<file path="config.mk">
export PLATFORM = sky130hd
export DESIGN_NAME = wg_exec_mask_seq
export DESIGN_NICKNAME = d
export VERILOG_FILES = /design/src/rtl/wg_exec_mask_seq.sv
export SDC_FILE = /design/constraint.sdc
export NUM_CORES = 1
export LEC_CHECK = 0
export CELL_PAD_IN_SITES_DETAIL_PLACEMENT = 0
export CELL_PAD_IN_SITES_GLOBAL_PLACEMENT = 2
export CORE_UTILIZATION = 32
export DETAILED_ROUTE_END_ITERATION = 7
export GPL_ROUTABILITY_DRIVEN = 0
export PLACE_DENSITY_LB_ADDON = 0.08
export SYNTH_ARGS = -nofsm -noshare
export SYNTH_HDL_FRONTEND = slang
export SYNTH_SLANG_ARGS = --single-unit
</file>
<file path="constraint.sdc">
create_clock -name clk -period 3.9 [get_ports clk]
set_clock_uncertainty 0.05 [all_clocks]
set_input_delay 0.975 -clock clk [delete_from_list [all_inputs] [get_ports clk]]
set_output_delay 0.975 -clock clk [all_outputs]
set_load 0.05 [all_outputs]
</file>
<file path="src/rtl/wg_exec_mask_seq.sv">
// Splits a workgroup's thread count into 64-lane wavefronts and emits one
// execute mask per wavefront; only the final wavefront may carry a partial mask.
module wg_exec_mask_seq #(
  parameter int CNT_WIDTH    = 11,
  parameter int MAX_WF       = 16,
  parameter int WF_IDX_WIDTH = 4,
  parameter int WG_ID_WIDTH  = 15
) (
  input  logic                    clk,
  input  logic                    rst,
  input  logic                    start,
  output logic                    start_ready,
  input  logic [CNT_WIDTH-1:0]    thread_count,
  input  logic [WG_ID_WIDTH-1:0]  wg_id,
  output logic                    wf_valid,
  input  logic                    wf_ready,
  output logic [63:0]             wf_exec_mask,
  output logic [WF_IDX_WIDTH-1:0] wf_index,
  output logic [CNT_WIDTH-1:0]    wf_base_thread,
  output logic [WG_ID_WIDTH-1:0]  wf_wg_id,
  output logic                    wf_last,
  output logic                    done,
  output logic                    done_err
);

  localparam int MAX_THREADS = MAX_WF * 64;

  typedef enum logic [1:0] {IDLE, ISSUE, DONE} state_t;

  state_t               state;
  logic [CNT_WIDTH-1:0] rem;
  logic [CNT_WIDTH-1:0] rem_next;
  logic                 illegal;

  // rem is never zero in ISSUE, so the partial branch always yields 1..63 lanes
  function automatic logic [63:0] mask_of(input logic [CNT_WIDTH-1:0] r);
    if (r >= CNT_WIDTH'(64))
      return '1;
    else
      return (64'd1 << r[5:0]) - 64'd1;
  endfunction

  assign rem_next = (rem > CNT_WIDTH'(64)) ? rem - CNT_WIDTH'(64) : '0;
  assign illegal  = (thread_count == '0) || (thread_count > CNT_WIDTH'(MAX_THREADS));

  always_ff @(posedge clk or negedge rst) begin
    if (!rst) begin
      state          <= IDLE;
      rem            <= '0;
      start_ready    <= 1'b1;
      wf_valid       <= 1'b0;
      wf_exec_mask   <= '0;
      wf_index       <= '0;
      wf_base_thread <= '0;
      wf_wg_id       <= '0;
      wf_last        <= 1'b0;
      done           <= 1'b0;
      done_err       <= 1'b0;
    end else begin
      case (state)
        IDLE: begin
          if (start) begin
            wf_wg_id       <= wg_id;
            rem            <= thread_count;
            wf_index       <= '0;
            wf_base_thread <= '0;
            wf_exec_mask   <= mask_of(thread_count);
            wf_last        <= (thread_count <= CNT_WIDTH'(64));
            start_ready    <= 1'b0;
            if (illegal) begin
              state    <= DONE;
              done     <= 1'b1;
              done_err <= 1'b1;
            end else begin
              state    <= ISSUE;
              wf_valid <= 1'b1;
            end
          end
        end
        ISSUE: begin
          if (wf_ready) begin
            rem <= rem_next;
            if (wf_last) begin
              state    <= DONE;
              wf_valid <= 1'b0;
              done     <= 1'b1;
              done_err <= 1'b0;
            end else begin
              wf_exec_mask   <= mask_of(rem_next);
              wf_last        <= (rem_next <= CNT_WIDTH'(64));
              wf_index       <= wf_index + WF_IDX_WIDTH'(1);
              wf_base_thread <= wf_base_thread + CNT_WIDTH'(64);
            end
          end
        end
        DONE: begin
          done        <= 1'b0;
          done_err    <= 1'b0;
          start_ready <= 1'b1;
          state       <= IDLE;
        end
        default: state <= IDLE;
      endcase
    end
  end

endmodule
</file>
==> results of run 1 <==
==> Yosys cell counts (9+ instances only) <==
cell type and n:
xnor2_1 14, xor2_1 12, mux2_2 19, clkbuf_1 38
nor3_1 19, o211ai_1 11, or3_1 9, nor2_1 82
ha_1 10, nand2_1 102, o31ai_1 15, a31oi_1 17
a22o_1 11, inv_1 20, o21ai_0 60, o22ai_1 20
dfrtp_1 105, nand3_1 22, a211oi_1 9, buf_2 18
o21ai_1 31, a21oi_1 52, buf_4 13, nor2b_1 10
mux2i_1 10
==> cell type report <==
cell class	instances	area [µm²]	area share
Clock buffer	10	239.0	0.02509
Clock inverter	6	65.06	0.006830
Inverter	23	86.33	0.009062
Multi-Input combinational cell	704	4429	0.4649
Sequential cell	106	2654	0.2786
Tap cell	313	391.6	0.04111
Timing Repair Buffer	176	1662	0.1744
==> sequential cells by signal, indices dropped and copies added (netlist names) <==
name,count
done,1
done_err,1
rem,11
start_ready,1
state,2
wf_base_thread,5
wf_exec_mask,64
wf_index,4
wf_last,1
wf_valid,1
wf_wg_id,15
==> worst max-delay path by stage <==
stage	from	end	slack, ns	cells past startpoint
final	rem[9]	wf_exec_mask[26]	0.47	8
after global routing	rem[9]	wf_exec_mask[60]	0.33	8
after CTS	rem[9]	wf_exec_mask[26]	0.47	8
after detailed placement	thread_count[5]	wf_exec_mask[26]	0.25	11
after global placement	thread_count[5]	wf_exec_mask[26]	0.30	11
after floorplan	thread_count[3]	wf_exec_mask[58]	0.51	12
==> stage by stage <==
stage / setup slack [ns] / cells / hold slack [ns]
floorplan: 0.5070 / 908 / 0.4504
global placement: 0.2955 / 1322 / 0.4111
detailed placement: 0.2527 / 1322 / 0.4173
CTS: 0.4691 / 1338 / 0.4378
global route: 0.3251 / 1338 / 0.4654
finish: 0.4700 / 1338 / 0.4343
==> where the power goes <==
group	leakage, nW	internal (mW)	switching [mW]
Combinational	2.39	1.89	4.00
Sequential	1.17	1.54	0.323
Clock	0.143	0.472	0.501
==> kinds of logic (layout without fill, tap and decap cells) <==
logic type                 count (synthesis)  count (layout)  share of synthesized area
adders and majority gates                 10              10                    0.01671
xor gates and xnor gates                  26              26                    0.03041
and+or+nand+nor                          313             313                     0.2044
buffers and inverters                     98             215                    0.05966
other                                      1               6                  0.0005009
DFF                                      106             106                     0.3544
muxes                                     30              30                    0.04345
AOI/OAI and AO/OA                        319             319                     0.2904
==> worst max-delay path: cells and delay by family (launching register included) <==
kind / cells / cell delay, ns
simple gates: 4 / 1.62
fa+ha+maj: 1 / 0.42
flops: 1 / 0.44
compound gates: 3 / 0.80
==> layer usage <==
layer | global-route usage | vias to the layer above
met3 | 0.04457 | 66
met2 | 0.4410 | 383
li1 | - | 3555
met5 | 0 | -
met4 | 0.09524 | 0
met1 | 0.3686 | 3829
==> results.yml, run 1 <==
power:
  power.density_nw_per_um2: 916.1
  ir_drop_mv: 0.3973
  power_mw: 8.727
  power_leakage_nw: 3.701
timing:
  finalSetupViolations: 0
  hold_violations: 0
  fin_tns_setup_ns: 0
  rsz0062_at_grt: "no"
  slew_violations: 0
  fmax_mhz: 291.5
  worst_pin_slew_ns: 0.9266
  period_share: 0.8795
  period_needed_ns: 3.430
  relSlewSlack: 0.3822
route:
  drc: 0
  drtIter0Drc: 665
  wl_per_cell_um: 24.22
  met3_length_um: 2261
  avgViaCountPerCell: 5.854
  ant_nets: 0
  wl_met2_um: 15020
  vias: 7833
  m1WireLength_um: 14060
  top_layer_used: "met4"
  drt_first_pass_iters: 5
  wirelength_um: 32410
finish:
  post-route-util: 0.4182
  mostFrequentLayoutCells: "121 x clkdlybuf4s50_1, 105 x dfrtp_1, 102 x nand2_1, 81 x nor2_1, 60 x o21ai_0"
  nFillCells: 2351
  design_area_um2: 9527
  syn2layout_area_growth_pct: 27.24
  drive_gt1_frac: 0.1278
  nNetsFinal: 1060
  antenna_cells: 0
  layout_commonest_cell: "clkdlybuf4s50_1"
flow_run:
  cap_violations: 0
setup_path:
  r2r_start: "rem[9]"
  reg2reg_setup_slack_ns: 0.47
  r2r_end: "wf_exec_mask[26]"
  cp-start-kind: "flip-flop"
  reg2regPathDepth: 8
  worst-path-max-fanout: 19
  crit_chain: "or3_1 -> nor2_8 -> nor2_1 -> ha_1 -> a21boi_2 -> or4_1 -> a211o_1 -> a21oi_2"
  cpPeakStageDelay_ns: 0.61
  crit_slowest_cell: "or3_1"
  crit_required_ns: 4.15
  arrival_ns: 3.68
  path_class: "reg -> reg"
  end_kind: "flip-flop"
run_status:
  status: "finished, final reports clean"
die:
  die_w_um: 155.0
  core_um2: 22780
  dieArea_um2: 24010
  die_h_um: 155.0
  placementRows: 55
  start_util: 0.3287
  io_pins: 129
place:
  port_buffers: 122
  postPlaceCellArea_um2: 9223
  place_hpwl_um: 23910
synthesis:
  yosys_warnings: 0
  synth_edf_count: 0
  ys_types: 92
  synth_area_leaders: "dfrtp_1 35%, nand2_1 5.1%, nor2_1 4.1%, o21ai_0 4.0%, a21oi_1 3.5%"
  synth_top_flop_cell: "dfrtp_1"
  synth_seq_cells: 106
  yosysTopAreaCell: "dfrtp_1"
  synth.top_cell.area_share: 0.3509
  syn_area_um2: 7487
  seq_area_frac_synth: 0.3544
  postSynthCellCount: 903
  synth-async-reset-ratio: 1.000
  syn_avg_cell_area_um2: 8.291
clocking:
  root_buffer: "clkbuf_16"
  htreeDepth: 3
  cts.sinks: 106
  cts_setup_buffers: 0
  cts_buffers: 9
  clk_path_buf_depth: 2
  clock_latency_ns: 0.36
  post_cts_resized: 0
  cts_hold_buffers: 0
  clkSlewWorstSetupHoldPaths_ns: 0.09
  cts_tree: "done"
global_routing:
  grt.overflow.total: 0
  grt_pass1_wl_um: 49290
  grt_pass1_vias: 7693
  grt_start_max_net_pins: 68
  grtUsageTotal: 0.2731
  antenna_found_initial: 0
hold_path:
  hp-start: "wf_exec_mask[43]"
  min_path_cells: 2
  hp-class: "reg -> reg"
  hold-path-endpoint: "wf_exec_mask[43]"
(Power assumes the default switching activity.)
==> inputs of run 2 (changes only) <==
CORE_UTILIZATION = 34   (was 32)
clock period = 4.3 ns   (was 3.9 ns; I/O delays follow)
==> results.yml, run 2 (synthesized netlist as in run 1, its figures left out) <==
setup_path:
  endpoint: "wf_exec_mask[26]"
  end_kind: "flip-flop"
  r2r_start: "rem[9]"
  r2r_end: "wf_exec_mask[26]"
  path_class: "in -> reg"
  cp-startpoint: "thread_count[4]"
  reg2reg_setup_slack_ns: 0.76
  cp-start-kind: "input port"
  reg2regPathDepth: 8
  arrival_ns: 3.81
  worst-path-max-fanout: 16
  crit_required_ns: 4.50
route:
  wirelength_um: 31150
  drtIter0Drc: 914
  ant_nets: 0
  drc: 0
  wl_met2_um: 13670
  vias: 7870
  m1WireLength_um: 13760
  top_layer_used: "met5"
  met3_length_um: 2912
  avgViaCountPerCell: 6.096
  wl_per_cell_um: 24.13
  drt_first_pass_iters: 6
die:
  start_util: 0.3517
  dieArea_um2: 22620
  die_h_um: 150.4
  io_pins: 129
  placementRows: 53
  core_um2: 21290
  die_w_um: 150.4
timing:
  hold_violations: 0
  period_share: 0.8378
  relSlewSlack: 0.3106
  fmax_mhz: 277.6
  slew_violations: 0
  rsz0062_at_grt: "no"
  worst_pin_slew_ns: 1.027
  finalSetupViolations: 0
  fin_tns_setup_ns: 0
  period_needed_ns: 3.602
clocking:
  post_cts_resized: 0
  clk_path_buf_depth: 2
  clkSlewWorstSetupHoldPaths_ns: 0.08
  cts_hold_buffers: 0
  clock_latency_ns: 0.38
  cts.sinks: 106
  htreeDepth: 3
  root_buffer: "clkbuf_16"
  cts_setup_buffers: 0
  cts_tree: "done"
  cts_buffers: 9
finish:
  syn2layout_area_growth_pct: 26.12
  design_area_um2: 9443
  layout_commonest_cell: "clkdlybuf4s50_1"
  largest_register_ffs: 64
  multi_input_area_um2: 4429
  drive_gt1_frac: 0.1201
  final_cell_count_no_fill: 1291
  reg.largest.list: "wf_exec_mask x64, wf_wg_id x15, rem x11"
  top_register: "wf_exec_mask"
  nNetsFinal: 1051
  antenna_cells: 0
  mostFrequentLayoutCells: "121 x clkdlybuf4s50_1, 105 x dfrtp_1, 102 x nand2_1, 81 x nor2_1, 60 x o21ai_0"
  nFillCells: 2105
  seq_area_um2: 2654
  post-route-util: 0.4436
global_routing:
  grtUsageTotal: 0.2781
  grt_pass1_wl_um: 46640
  antenna_found_initial: 1
  grt_start_max_net_pins: 72
  grt_pass1_vias: 7390
  grt.overflow.total: 0
place:
  port_buffers: 122
  placed_cells: 1275
  place_hpwl_um: 23180
  postPlaceCellArea_um2: 9107
power:
  power_mw: 8.054
  power.density_nw_per_um2: 852.9
  ir_drop_mv: 0.2978
  power_leakage_nw: 3.676
run_status:
  status: "finished, final reports clean"
flow_run:
  cap_violations: 0
hold_path:
  hp-class: "reg -> reg"
## run 2: changes by cell type in the layout (fill, tap and decap cells not counted), sizes merged
cell      previous run  this run
inv                 25        24
clkinvlp             2         0
bufinv               0         1
clkinv               2         5
buf                 55        46
clkbuf              10         9
## run 2: final cells by class
| class | count | share of cell area |
|---|---|---|
| multi-input cells | 704 | 0.4691 |
| flip-flops and latches | 106 | 0.2810 |
| repair buffers | 167 | 0.1688 |
| well taps | 275 | 0.03644 |
| clock buffers | 9 | 0.02385 |
| clock inverters | 7 | 0.01166 |
| inverters | 23 | 0.009143 |
## run 2: power by group
part	switching, mW	leakage (nW)	internal, mW
sequential	0.266	1.17	1.40
combinational	3.75	2.35	1.71
clock	0.459	0.162	0.477
## run 2: per-layer routing
metal  up-vias  global-route usage
met3        66             0.08303
met1      3862              0.3873
met4         2             0.08687
met5         -                   0
met2       405              0.4094
li1       3535                   -
## run 2: stage by stage
stage               hold slack [ns]  worst slack [ns]
global route                 0.4668            0.6166
global placement             0.4148            0.4954
floorplan                    0.4504            0.8070
detailed placement           0.4213            0.3946
finish                       0.4333            0.6975
CTS                          0.4405            0.7554
## run 2: worst max-delay path, stage by stage
cell and delay (ns):
clkdlybuf4s50_1 0.43, or2_2 0.35, nor2_1 0.25, nand3_1 0.12, ha_1 0.23, buf_4 0.20, o2111a_1 0.14, a21oi_1 0.38
nand2_1 0.25, a311oi_2 0.31, a21oi_2 0.06
## run 2: worst min-delay path by stage
| stage | start | endpoint | slack [ns] | cells after the start |
|---|---|---|---|---|
| final | wf_exec_mask[43] | wf_exec_mask[43] | 0.43 | 2 |
| after global routing | wf_exec_mask[43] | wf_exec_mask[43] | 0.47 | 2 |
| after CTS | wf_exec_mask[43] | wf_exec_mask[43] | 0.44 | 2 |
| after detailed placement | wf_exec_mask[43] | wf_exec_mask[43] | 0.42 | 2 |
| after global placement | wf_exec_mask[29] | wf_exec_mask[29] | 0.41 | 2 |
| after floorplan | rem[7] | rem[7] | 0.45 | 1 |
